<file path="src/rtl/pe_skew_feeder.sv">
// Operand feeder for a systolic PE row: FIFO-buffered vectors issued with a per-lane diagonal skew,
// zero bubbles when starved and a zero flush at tile end. Optional macro PE_FEED_BUBBLE_CNT_EN adds o_bubble_cnt.
module pe_skew_feeder #(
    parameter int DATA_WIDTH = 32,
    parameter int NUM_LANES  = 4,
    parameter int FIFO_DEPTH = 4
) (
    input  logic                            clk,
    input  logic                            rst,
    input  logic                            s_valid,
    output logic                            s_ready,
    input  logic [NUM_LANES*DATA_WIDTH-1:0] s_data,
    input  logic [NUM_LANES*DATA_WIDTH-1:0] s_tap,
    input  logic                            s_last,
    output logic [NUM_LANES*DATA_WIDTH-1:0] o_data,
    output logic [NUM_LANES*DATA_WIDTH-1:0] o_tap,
    output logic [NUM_LANES-1:0]            o_lane_valid,
    output logic                            o_tile_done,
    output logic                            o_busy
`ifdef PE_FEED_BUBBLE_CNT_EN
    ,
    output logic [15:0]                     o_bubble_cnt
`endif
);

    localparam int VW   = NUM_LANES * DATA_WIDTH;
    localparam int AW   = $clog2(FIFO_DEPTH);
    localparam int CNTW = AW + 1;
    localparam int FCW  = $clog2(NUM_LANES + 2);
    localparam logic [CNTW-1:0] LP_FULL  = CNTW'(FIFO_DEPTH);
    localparam logic [FCW-1:0]  LP_FLUSH = FCW'(NUM_LANES + 1);

    typedef enum logic [1:0] {IDLE, STREAM, FLUSH} state_t;

    logic [VW-1:0]   r_fifo_data [FIFO_DEPTH];
    logic [VW-1:0]   r_fifo_tap  [FIFO_DEPTH];
    logic            r_fifo_last [FIFO_DEPTH];
    logic [AW-1:0]   r_wr_ptr;
    logic [AW-1:0]   r_rd_ptr;
    logic [CNTW-1:0] r_count;

    state_t          r_state;
    state_t          w_state_nxt;
    logic [FCW-1:0]  r_flush_cnt;
    logic [FCW-1:0]  w_flush_cnt_nxt;
    logic            r_tile_done;
    logic            w_done_nxt;

    logic            w_push;
    logic            w_pop;
    logic [VW-1:0]   w_head_data;
    logic [VW-1:0]   w_head_tap;
    logic            w_head_last;

    assign s_ready     = (r_count != LP_FULL);
    assign w_push      = s_valid & s_ready;
    assign w_pop       = (r_count != '0) && (r_state != FLUSH);
    assign w_head_data = r_fifo_data[r_rd_ptr];
    assign w_head_tap  = r_fifo_tap[r_rd_ptr];
    assign w_head_last = r_fifo_last[r_rd_ptr];

    // FIFO storage carries no reset; emptiness is tracked by the count alone.
    always_ff @(posedge clk) begin
        if (w_push) begin
            r_fifo_data[r_wr_ptr] <= s_data;
            r_fifo_tap[r_wr_ptr]  <= s_tap;
            r_fifo_last[r_wr_ptr] <= s_last;
        end
    end

    always_ff @(posedge clk or posedge rst) begin
        if (rst) begin
            r_wr_ptr <= '0;
            r_rd_ptr <= '0;
            r_count  <= '0;
        end else begin
            if (w_push) r_wr_ptr <= r_wr_ptr + AW'(1);
            if (w_pop)  r_rd_ptr <= r_rd_ptr + AW'(1);
            case ({w_push, w_pop})
                2'b10:   r_count <= r_count + CNTW'(1);
                2'b01:   r_count <= r_count - CNTW'(1);
                default: ;
            endcase
        end
    end

    always_comb begin
        w_state_nxt     = r_state;
        w_flush_cnt_nxt = r_flush_cnt;
        w_done_nxt      = 1'b0;
        case (r_state)
            IDLE: begin
                if (w_pop) begin
                    w_state_nxt = w_head_last ? FLUSH : STREAM;
                    if (w_head_last) w_flush_cnt_nxt = LP_FLUSH;
                end
            end
            STREAM: begin
                if (w_pop && w_head_last) begin
                    w_state_nxt     = FLUSH;
                    w_flush_cnt_nxt = LP_FLUSH;
                end
            end
            FLUSH: begin
                w_flush_cnt_nxt = r_flush_cnt - FCW'(1);
                if (r_flush_cnt == FCW'(1)) begin
                    w_state_nxt = IDLE;
                    w_done_nxt  = 1'b1;
                end
            end
            default: w_state_nxt = IDLE;
        endcase
    end

    always_ff @(posedge clk or posedge rst) begin
        if (rst) begin
            r_state     <= IDLE;
            r_flush_cnt <= '0;
            r_tile_done <= 1'b0;
        end else begin
            r_state     <= w_state_nxt;
            r_flush_cnt <= w_flush_cnt_nxt;
            r_tile_done <= w_done_nxt;
        end
    end

    assign o_tile_done = r_tile_done;
    assign o_busy      = (r_state != IDLE);

    // Lane i owns an (i+1)-deep delay line; element 0 is its slice of the lane-0 stage.
    for (genvar i = 0; i < NUM_LANES; i++) begin : g_lane
        logic [DATA_WIDTH-1:0] r_dl [0:i];
        logic [DATA_WIDTH-1:0] r_tl [0:i];
        logic                  r_vl [0:i];

        always_ff @(posedge clk or posedge rst) begin
            if (rst) begin
                for (int j = 0; j <= i; j++) begin
                    r_dl[j] <= '0;
                    r_tl[j] <= '0;
                    r_vl[j] <= 1'b0;
                end
            end else begin
                r_dl[0] <= w_pop ? w_head_data[i*DATA_WIDTH +: DATA_WIDTH] : '0;
                r_tl[0] <= w_pop ? w_head_tap[i*DATA_WIDTH +: DATA_WIDTH]  : '0;
                r_vl[0] <= w_pop;
                for (int j = 1; j <= i; j++) begin
                    r_dl[j] <= r_dl[j-1];
                    r_tl[j] <= r_tl[j-1];
                    r_vl[j] <= r_vl[j-1];
                end
            end
        end

        assign o_data[i*DATA_WIDTH +: DATA_WIDTH] = r_dl[i];
        assign o_tap[i*DATA_WIDTH +: DATA_WIDTH]  = r_tl[i];
        assign o_lane_valid[i]                    = r_vl[i];
    end

`ifdef PE_FEED_BUBBLE_CNT_EN
    function automatic logic [15:0] sat_inc16(input logic [15:0] v);
        return (v == 16'hFFFF) ? v : v + 16'd1;
    endfunction

    logic [15:0] r_bubble_cnt;

    always_ff @(posedge clk or posedge rst) begin
        if (rst) begin
            r_bubble_cnt <= '0;
        end else if (r_state == IDLE && w_state_nxt != IDLE) begin
            r_bubble_cnt <= '0;
        end else if (r_state == STREAM && !w_pop) begin
            r_bubble_cnt <= sat_inc16(r_bubble_cnt);
        end
    end

    assign o_bubble_cnt = r_bubble_cnt;
`endif

endmodule

</file>
<file path="config.mk">
export PLATFORM = sky130hd
export DESIGN_NAME = pe_skew_feeder
export DESIGN_NICKNAME = d
export VERILOG_FILES = /design/src/rtl/pe_skew_feeder.sv
export SDC_FILE = /design/constraint.sdc
export NUM_CORES = 1
export LEC_CHECK = 0
export ABC_AREA = 1
export BUFFER_PORTS_ARGS = -buffer_cell sky130_fd_sc_hd__clkbuf_2
export CELL_PAD_IN_SITES_DETAIL_PLACEMENT = 1
export CELL_PAD_IN_SITES_GLOBAL_PLACEMENT = 2
export CORE_AREA = 2 2 375 377
export DETAILED_ROUTE_END_ITERATION = 8
export DIE_AREA = 0 0 377 379
export PLACE_DENSITY_LB_ADDON = 0.1
export SLEW_MARGIN = 25
export SYNTH_ARGS = -nofsm -noshare
export SYNTH_HDL_FRONTEND = slang
export SYNTH_SLANG_ARGS = --single-unit
</file>
<file path="constraint.sdc">
create_clock -name clk -period 31.2 [get_ports clk]
set_input_delay 4.68 -clock clk [delete_from_list [all_inputs] [get_ports clk]]
set_output_delay 4.68 -clock clk [all_outputs]
set_load 0.01 [all_outputs]
</file>
==> impl_metrics.json, run 1 <==
{
  "status": "completed",
  "floorplan.rows": 137,
  "max_slew_margin_pct": 32.1,
  "regToRegStartpoint": "r_rd_ptr[0]",
  "synth_top_family_by_area": "simple AND/OR/NAND/NOR gates",
  "required_time_of_the_critical_path_ns": 31.66,
  "yosys_register_bits": 1685,
  "drc": 0,
  "port_buffers": 522,
  "post_drt_via_cell_ratio": 4.93,
  "cts-buffers-inserted": 176,
  "reg2reg_to": "g_lane[2].r_dl[93]",
  "clock.fmax_ghz": 0.139,
  "finalSetupTns_ns": 0,
  "grt_antenna_before_repair": 35,
  "ys_types": 22,
  "fraction_of_final_layout_cells_with_drive_strength_greater_than_1_pct": 18.8,
  "synth_top_area_cell": "sky130_fd_sc_hd__edfxtp_1",
  "worst_path_largest_cell_delay_ns": 0.68,
  "critical_path_arrival_ns": 7.64,
  "drt_iter0_markers": 1594,
  "timing.hold.worst.class": "flop to flop",
  "highest_count_cells_in_the_layout_ignoring_fill_and_taps": "1033 x sky130_fd_sc_hd__nor2_1, 1028 x sky130_fd_sc_hd__edfxtp_1, 655 x sky130_fd_sc_hd__dfrtp_1",
  "timing.reg2reg.worst_path_depth": 7,
  "synth-xor-area-share_pct": 0.0604,
  "worst_ir_drop_vdd_mv": 0.0862,
  "critPathSlowestCell": "sky130_fd_sc_hd__buf_4",
  "htreeDepth": 4,
  "antenna_violating_nets_post_route": 0,
  "finalPower_mw": 6.94,
  "timing_worst_slew_pin_value_ns": 1.02,
  "drt_first_pass_iters": 5,
  "grt_first_pass_wirelength_um": 205000,
  "die_h_um": 379,
  "grt_max_degree": 193,
  "num-fill-cells": 13700,
  "routed-wl-met2_um": 67300,
  "core_area_mm2": 0.139,
  "num_vias": 31000,
  "dp.final_hpwl_um": 77400,
  "power_leakage_nw": 26.1,
  "clk-insertion-delay-late_ns": 0.80,
  "path_clk_slew_ns": 0.06,
  "seq_area_frac_synth_pct": 81.6,
  "totalWireLength_um": 138000,
  "unrepaired_setup_endpoints_after_global_routing": "false",
  "post_synth_fa_ha_maj_area_fraction_pct": 0.186,
  "globalRouteOverflowTotal": 0,
  "path_cells": "clkbuf_2, nand2_1, nor2_4, buf_4, buf_12, buf_4, buf_16",
  "finalWorstSetupSlack_ns": 24.02,
  "critical_path.max_fanout": 103,
  "gp_routability_congestion": 0.725,
  "ys_warn_count": 0,
  "setup.worst_path.end": "r_fifo_tap[3][20]",
  "wl_met3_um": 6790,
  "utilization_pct": 48.0,
  "post_cts_resize_count": 0,
  "critical_path.most_common_cell": "sky130_fd_sc_hd__buf_4",
  "worstSetupPathType": "input pin to flop",
  "clock_tree.root_cell": "sky130_fd_sc_hd__clkbuf_16",
  "syn_area_per_cell_um2": 14.7,
  "floorplan.die_area_mm2": 0.143,
  "period_share_pct": 23.0,
  "floorplan.die.width_um": 377,
  "syn_area_mm2": 0.0580,
  "hold_depth": 0,
  "tritoncts": "done",
  "post-route-min-period_ns": 7.18,
  "initial_utilization_pct": 41.7,
  "uppermost_layer_routed": "met5",
  "most_common_library_cell_in_the_layout_ignoring_fill_and_taps": "sky130_fd_sc_hd__nor2_1",
  "mux_cell_area_share_after_synthesis_pct": 0,
  "synth_simple_gate_area_share_pct": 6.95,
  "cts.sink_count": 1685,
  "num_io_pins": 523,
  "nNetsFinal": 4576,
  "first_global_vias": 32100,
  "yosys-top-cells-area": "sky130_fd_sc_hd__edfxtp_1 53%, sky130_fd_sc_hd__dfrtp_1 28%, sky130_fd_sc_hd__nor2_1 6.7%",
  "detailedPlace.worstSlack_ns": 23.13,
  "wl_per_cell_um": 21.9,
  "timing.critical_path.to_type": "flop",
  "regToRegSetupSlack_ns": 27.30,
  "final-max-slew-violation-count": 0,
  "cap_viol_max_count": 0,
  "clock-skew-final_ns": 0.0456,
  "min-delay-start": "g_lane[2].r_tl[66]",
  "power_density_mw_per_mm2": 104,
  "area_share_of_the_largest_cell_type_after_synthesis_pct": 53.3,
  "finalHoldViolCount": 0,
  "setup_violations": 0,
  "critical_path.startpoint_type": "input pin",
  "combined_buffer_and_inverter_count_along_the_critical_path": 5,
  "synth_compound_gate_area_share_pct": 6.67,
  "grt.total_usage_pct": 19.2,
  "synth_nets": 4222,
  "cts_setup_buffers": 0,
  "cts_max_path_buffers": 3,
  "cp-startpoint": "s_valid",
  "areaGrowthSynthToFinish_pct": 15.0,
  "netlist_instances": 3954,
  "met1_wl_um": 60200,
  "path_delay_family": "buffers and inverters",
  "holdBufCountCts": 0,
  "cp_num_cells": 7
}
cell usage after synthesis (all sizes together):
cell type  instances
nor3               1
nor2            1037
a21oi            257
or2                2
nand3              7
edfxtp          1028
nand2             21
xor2               3
inv               24
o21ai            516
buf              331
xnor2              1
dfrtp            657
fa                 1
ha                 7
clkbuf            61
kinds of logic after synthesis:
| group | Yosys count |
|---|---|
| adders and majority gates | 8 |
| xor gates and xnor gates | 4 |
| DFF | 1685 |
| AOI/OAI and AO/OA | 773 |
| buffers and inverters | 416 |
| and+or+nand+nor | 1068 |
worst register-to-register path, delay by kind of cell (launching register included):
kind	cells	cell delay (ns)
buffers and inverters	3	2.27
DFF	1	0.84
AOI/OAI and AO/OA	2	0.37
and+or+nand+nor	2	0.32
per-stage QoR:
stage          std cells  hold slack (ns)  area, µm²
3_5_place_dp        5936            0.336      60800
3_3_place_gp        5934            0.331      60800
5_1_grt             6278            0.342      66600
6_report            6282            0.334      66600
2_1_floorplan       3954            0.331      58000
4_1_cts             6270            0.340      66600
worst min path at each step:
stage                                    end  slack, ns
after global routing      g_lane[2].r_tl[34]       0.34
after CTS                 g_lane[2].r_tl[58]       0.34
after global placement             o_tap[49]       0.33
after detailed placement  g_lane[3].r_dl[95]       0.34
after floorplan           g_lane[2].r_dl[32]       0.33
final                     g_lane[2].r_tl[34]       0.33
power breakdown:
part	total, mW	internal [mW]	switching [mW]
registers	3.26	3.05	0.214
clock network	2.03	1.18	0.858
logic	1.65	0.455	1.19
total	6.94	4.68	2.26
flip-flops by register name, summed over array words and instances (netlist names):
name / cells
g_lane.r_dl: 224
g_lane.r_tl: 224
g_lane.r_vl: 3
o_data: 96
o_lane_valid: 1
o_tap: 96
o_tile_done: 1
r_count: 3
r_fifo_data: 512
r_fifo_last: 4
r_fifo_tap: 512
r_flush_cnt: 3
r_rd_ptr: 2
r_state: 2
r_wr_ptr: 2
area by class of cell:
class / count / area, µm² / area share, %
clock buffer: 266 / 5080 / 7.63
antenna: 11 / 27.5 / 0.0413
timing repair buffer: 568 / 3100 / 4.65
tap: 1807 / 2260 / 3.39
inverter: 24 / 118 / 0.177
clock inverter: 68 / 644 / 0.967
multi-input combinational: 1853 / 8080 / 12.1
sequential: 1685 / 47300 / 71.0
layer usage:
layer,vias up,global-route usage (%)
li1,14200,-
met1,15900,25.6
met2,582,31.5
met3,219,4.42
met4,40,5.95
met5,-,0
(Power assumes the default switching activity.)
==> inputs of run 2 (changes only) <==
--- a/config.mk
+++ b/config.mk
@@ -9,9 +9,9 @@
 export BUFFER_PORTS_ARGS = -buffer_cell sky130_fd_sc_hd__clkbuf_2
 export CELL_PAD_IN_SITES_DETAIL_PLACEMENT = 1
 export CELL_PAD_IN_SITES_GLOBAL_PLACEMENT = 2
-export CORE_AREA = 2 2 375 377
+export CORE_AREA = 2 2 394 396
 export DETAILED_ROUTE_END_ITERATION = 8
-export DIE_AREA = 0 0 377 379
+export DIE_AREA = 0 0 396 398
 export PLACE_DENSITY_LB_ADDON = 0.1
 export SLEW_MARGIN = 25
 export SYNTH_ARGS = -nofsm -noshare
==> constraint.sdc (replaced) <==
create_clock -name clk -period 6.33 [get_ports clk]
set_input_delay 0.9495 -clock clk [delete_from_list [all_inputs] [get_ports clk]]
set_output_delay 0.9495 -clock clk [all_outputs]
set_load 0.01 [all_outputs]
==> run 2 against run 1 <==
Effect of this change: non-clock buffer count did not move; via count rose by 0.30%; routed wire length rose by 4.2%; utilization fell by 4.1 points; first-iteration DRC count fell by 7.2%; final cell count rose by 3.8%; hold slack got worse by 0.22 ns; register-to-register slack got worse by 24 ns; clock skew fell by 0.012 ns; combinational power rose to 5.0 times the previous value; sequential cell count did not move; design area rose by 0.94%; critical endpoint is now g_lane[2].r_tl[86]; largest power group unchanged.
==> impl_metrics.json, run 2 (synthesized netlist as in run 1, its figures left out) <==
{
  "post_drt_via_cell_ratio": 4.76,
  "cts.sink_count": 1685,
  "max_slew_margin_pct": 32.3,
  "drt_first_pass_iters": 5,
  "clock-skew-final_ns": 0.0339,
  "registers_with_the_most_flip_flops": "r_fifo_data (512), r_fifo_tap (512)",
  "core_area_mm2": 0.153,
  "power_density_mw_per_mm2": 515,
  "status": "completed",
  "globalRouteOverflowTotal": 0,
  "antenna_violating_nets_post_route": 0,
  "finish.instance_area_mm2": 0.0673,
  "timing.hold.worst.class": "input pin to async pin",
  "die_h_um": 398,
  "htreeDepth": 4,
  "first_global_vias": 32600,
  "holdBufCountCts": 0,
  "floorplan.rows": 144,
  "post_cts_resize_count": 0,
  "path_clk_slew_ns": 0.06,
  "drt_iter0_markers": 1480,
  "routed-wl-met2_um": 70100,
  "critical_path.max_fanout": 159,
  "placedInstanceArea_mm2": 0.0613,
  "regToRegSetupSlack_ns": 3.34,
  "highest_count_cells_in_the_layout_ignoring_fill_and_taps": "1033 x sky130_fd_sc_hd__nor2_1, 1028 x sky130_fd_sc_hd__edfxtp_1, 655 x sky130_fd_sc_hd__dfrtp_1",
  "period_share_pct": 47.3,
  "required_time_of_the_critical_path_ns": 6.99,
  "num-fill-cells": 15400,
  "floorplan.die.width_um": 396,
  "power_leakage_nw": 26.3,
  "grt_max_degree": 195,
  "clock.fmax_ghz": 0.334,
  "timing.critical_path.to_type": "flop",
  "uppermost_layer_routed": "met5",
  "cts_setup_buffers": 0,
  "grt.total_usage_pct": 18.1,
  "finalSetupTns_ns": 0,
  "grt_antenna_before_repair": 32,
  "clock_tree.root_cell": "sky130_fd_sc_hd__clkbuf_16",
  "setup_violations": 0,
  "fraction_of_final_layout_cells_with_drive_strength_greater_than_1_pct": 19.2,
  "final-max-slew-violation-count": 0,
  "dp.final_hpwl_um": 79000,
  "multi_input_area_mm2": 0.00808,
  "drc": 0,
  "most_common_library_cell_in_the_layout_ignoring_fill_and_taps": "sky130_fd_sc_hd__nor2_1",
  "cts_max_path_buffers": 3,
  "clk-insertion-delay-late_ns": 0.77,
  "timing_worst_slew_pin_value_ns": 1.02,
  "floorplan.die_area_mm2": 0.158,
  "initial_utilization_pct": 37.8,
  "totalWireLength_um": 143000,
  "worst_ir_drop_vdd_mv": 0.373,
  "critical_path_arrival_ns": 3.65,
  "worstSetupPathType": "flop to flop",
  "wl_per_cell_um": 22.0,
  "gp_routability_congestion": 0.709,
  "wl_met3_um": 7000,
  "cts-buffers-inserted": 179,
  "port_buffers": 522,
  "tritoncts": "done",
  "post-route-min-period_ns": 2.99,
  "areaGrowthSynthToFinish_pct": 16.0,
  "critical_path.startpoint_type": "flop",
  "grt_first_pass_wirelength_um": 213000,
  "regArea_mm2": 0.0473,
  "met1_wl_um": 62700,
  "cap_viol_max_count": 0,
  "nNetsFinal": 4579,
  "num_vias": 31000,
  "num_io_pins": 523,
  "unrepaired_setup_endpoints_after_global_routing": "false",
  "finalHoldViolCount": 0
}
-- run 2: changes by cell type in the layout (fill, tap and decap cells not counted), sizes merged --
cell      before  now
clkbuf       788  797
diode         11    8
inv           33   30
clkinv        50   52
clkinvlp       4    2
-- run 2: cell type report --
cell class	instances	area share, %
multi-input combinational	1853	12.0
antenna	8	0.0298
clock inverter	65	0.891
timing repair buffer	568	4.80
inverter	24	0.162
clock buffer	275	7.95
tap	2044	3.80
sequential	1685	70.4
-- run 2: worst paths after layout --
kind,start,to,cells past startpoint
max in group asynchronous,rst,g_lane[3].r_vl[2],4
setup reg to reg,r_rd_ptr[0],g_lane[2].r_tl[86],6
hold reg to reg,g_lane[1].r_tl[57],o_tap[57],0
min in group clk,g_lane[1].r_tl[57],o_tap[57],0
hold / removal,rst,g_lane[1].r_tl[54],2
setup / recovery,r_rd_ptr[0],g_lane[2].r_tl[86],6
-- run 2: worst max-delay path, stage by stage, from the launching register on --
cell and delay, ns:
sky130_fd_sc_hd__dfrtp_4 0.72, sky130_fd_sc_hd__buf_12 0.60, sky130_fd_sc_hd__buf_4 0.78, sky130_fd_sc_hd__nor2_1 0.11, sky130_fd_sc_hd__nor2_1 0.11, sky130_fd_sc_hd__o21ai_0 0.09, sky130_fd_sc_hd__a21oi_1 0.19
-- run 2: metrics by stage --
| stage | utilization, % | hold slack (ns) | std cells | power, mW | worst slack, ns |
|---|---|---|---|---|---|
| 6_report | 43.9 | 0.111 | 6522 | 34.6 | 3.34 |
| 4_1_cts | 43.8 | 0.0362 | 6513 | 35.3 | 3.29 |
| 2_1_floorplan | - | 0.331 | 3954 | 21.9 | -3.60 |
| 3_5_place_dp | 40.0 | 0.336 | 6173 | 24.8 | 3.06 |
| 5_1_grt | 43.9 | 0.0574 | 6518 | 36.7 | 3.06 |
| 3_3_place_gp | 40.0 | 0.331 | 6173 | 24.7 | 3.08 |
-- run 2: power by group --
| group | internal [mW] | leakage, nW | switching [mW] |
|---|---|---|---|
| Combinational | 2.29 | 5.59 | 5.94 |
| Sequential | 15.0 | 17.7 | 1.03 |
| Clock | 6.05 | 2.94 | 4.30 |
-- run 2: routing by layer --
layer,vias up,track usage (%)
li1,14200,-
met2,583,29.9
met1,16000,24.1
met5,-,0
met3,241,4.10
met4,32,5.04
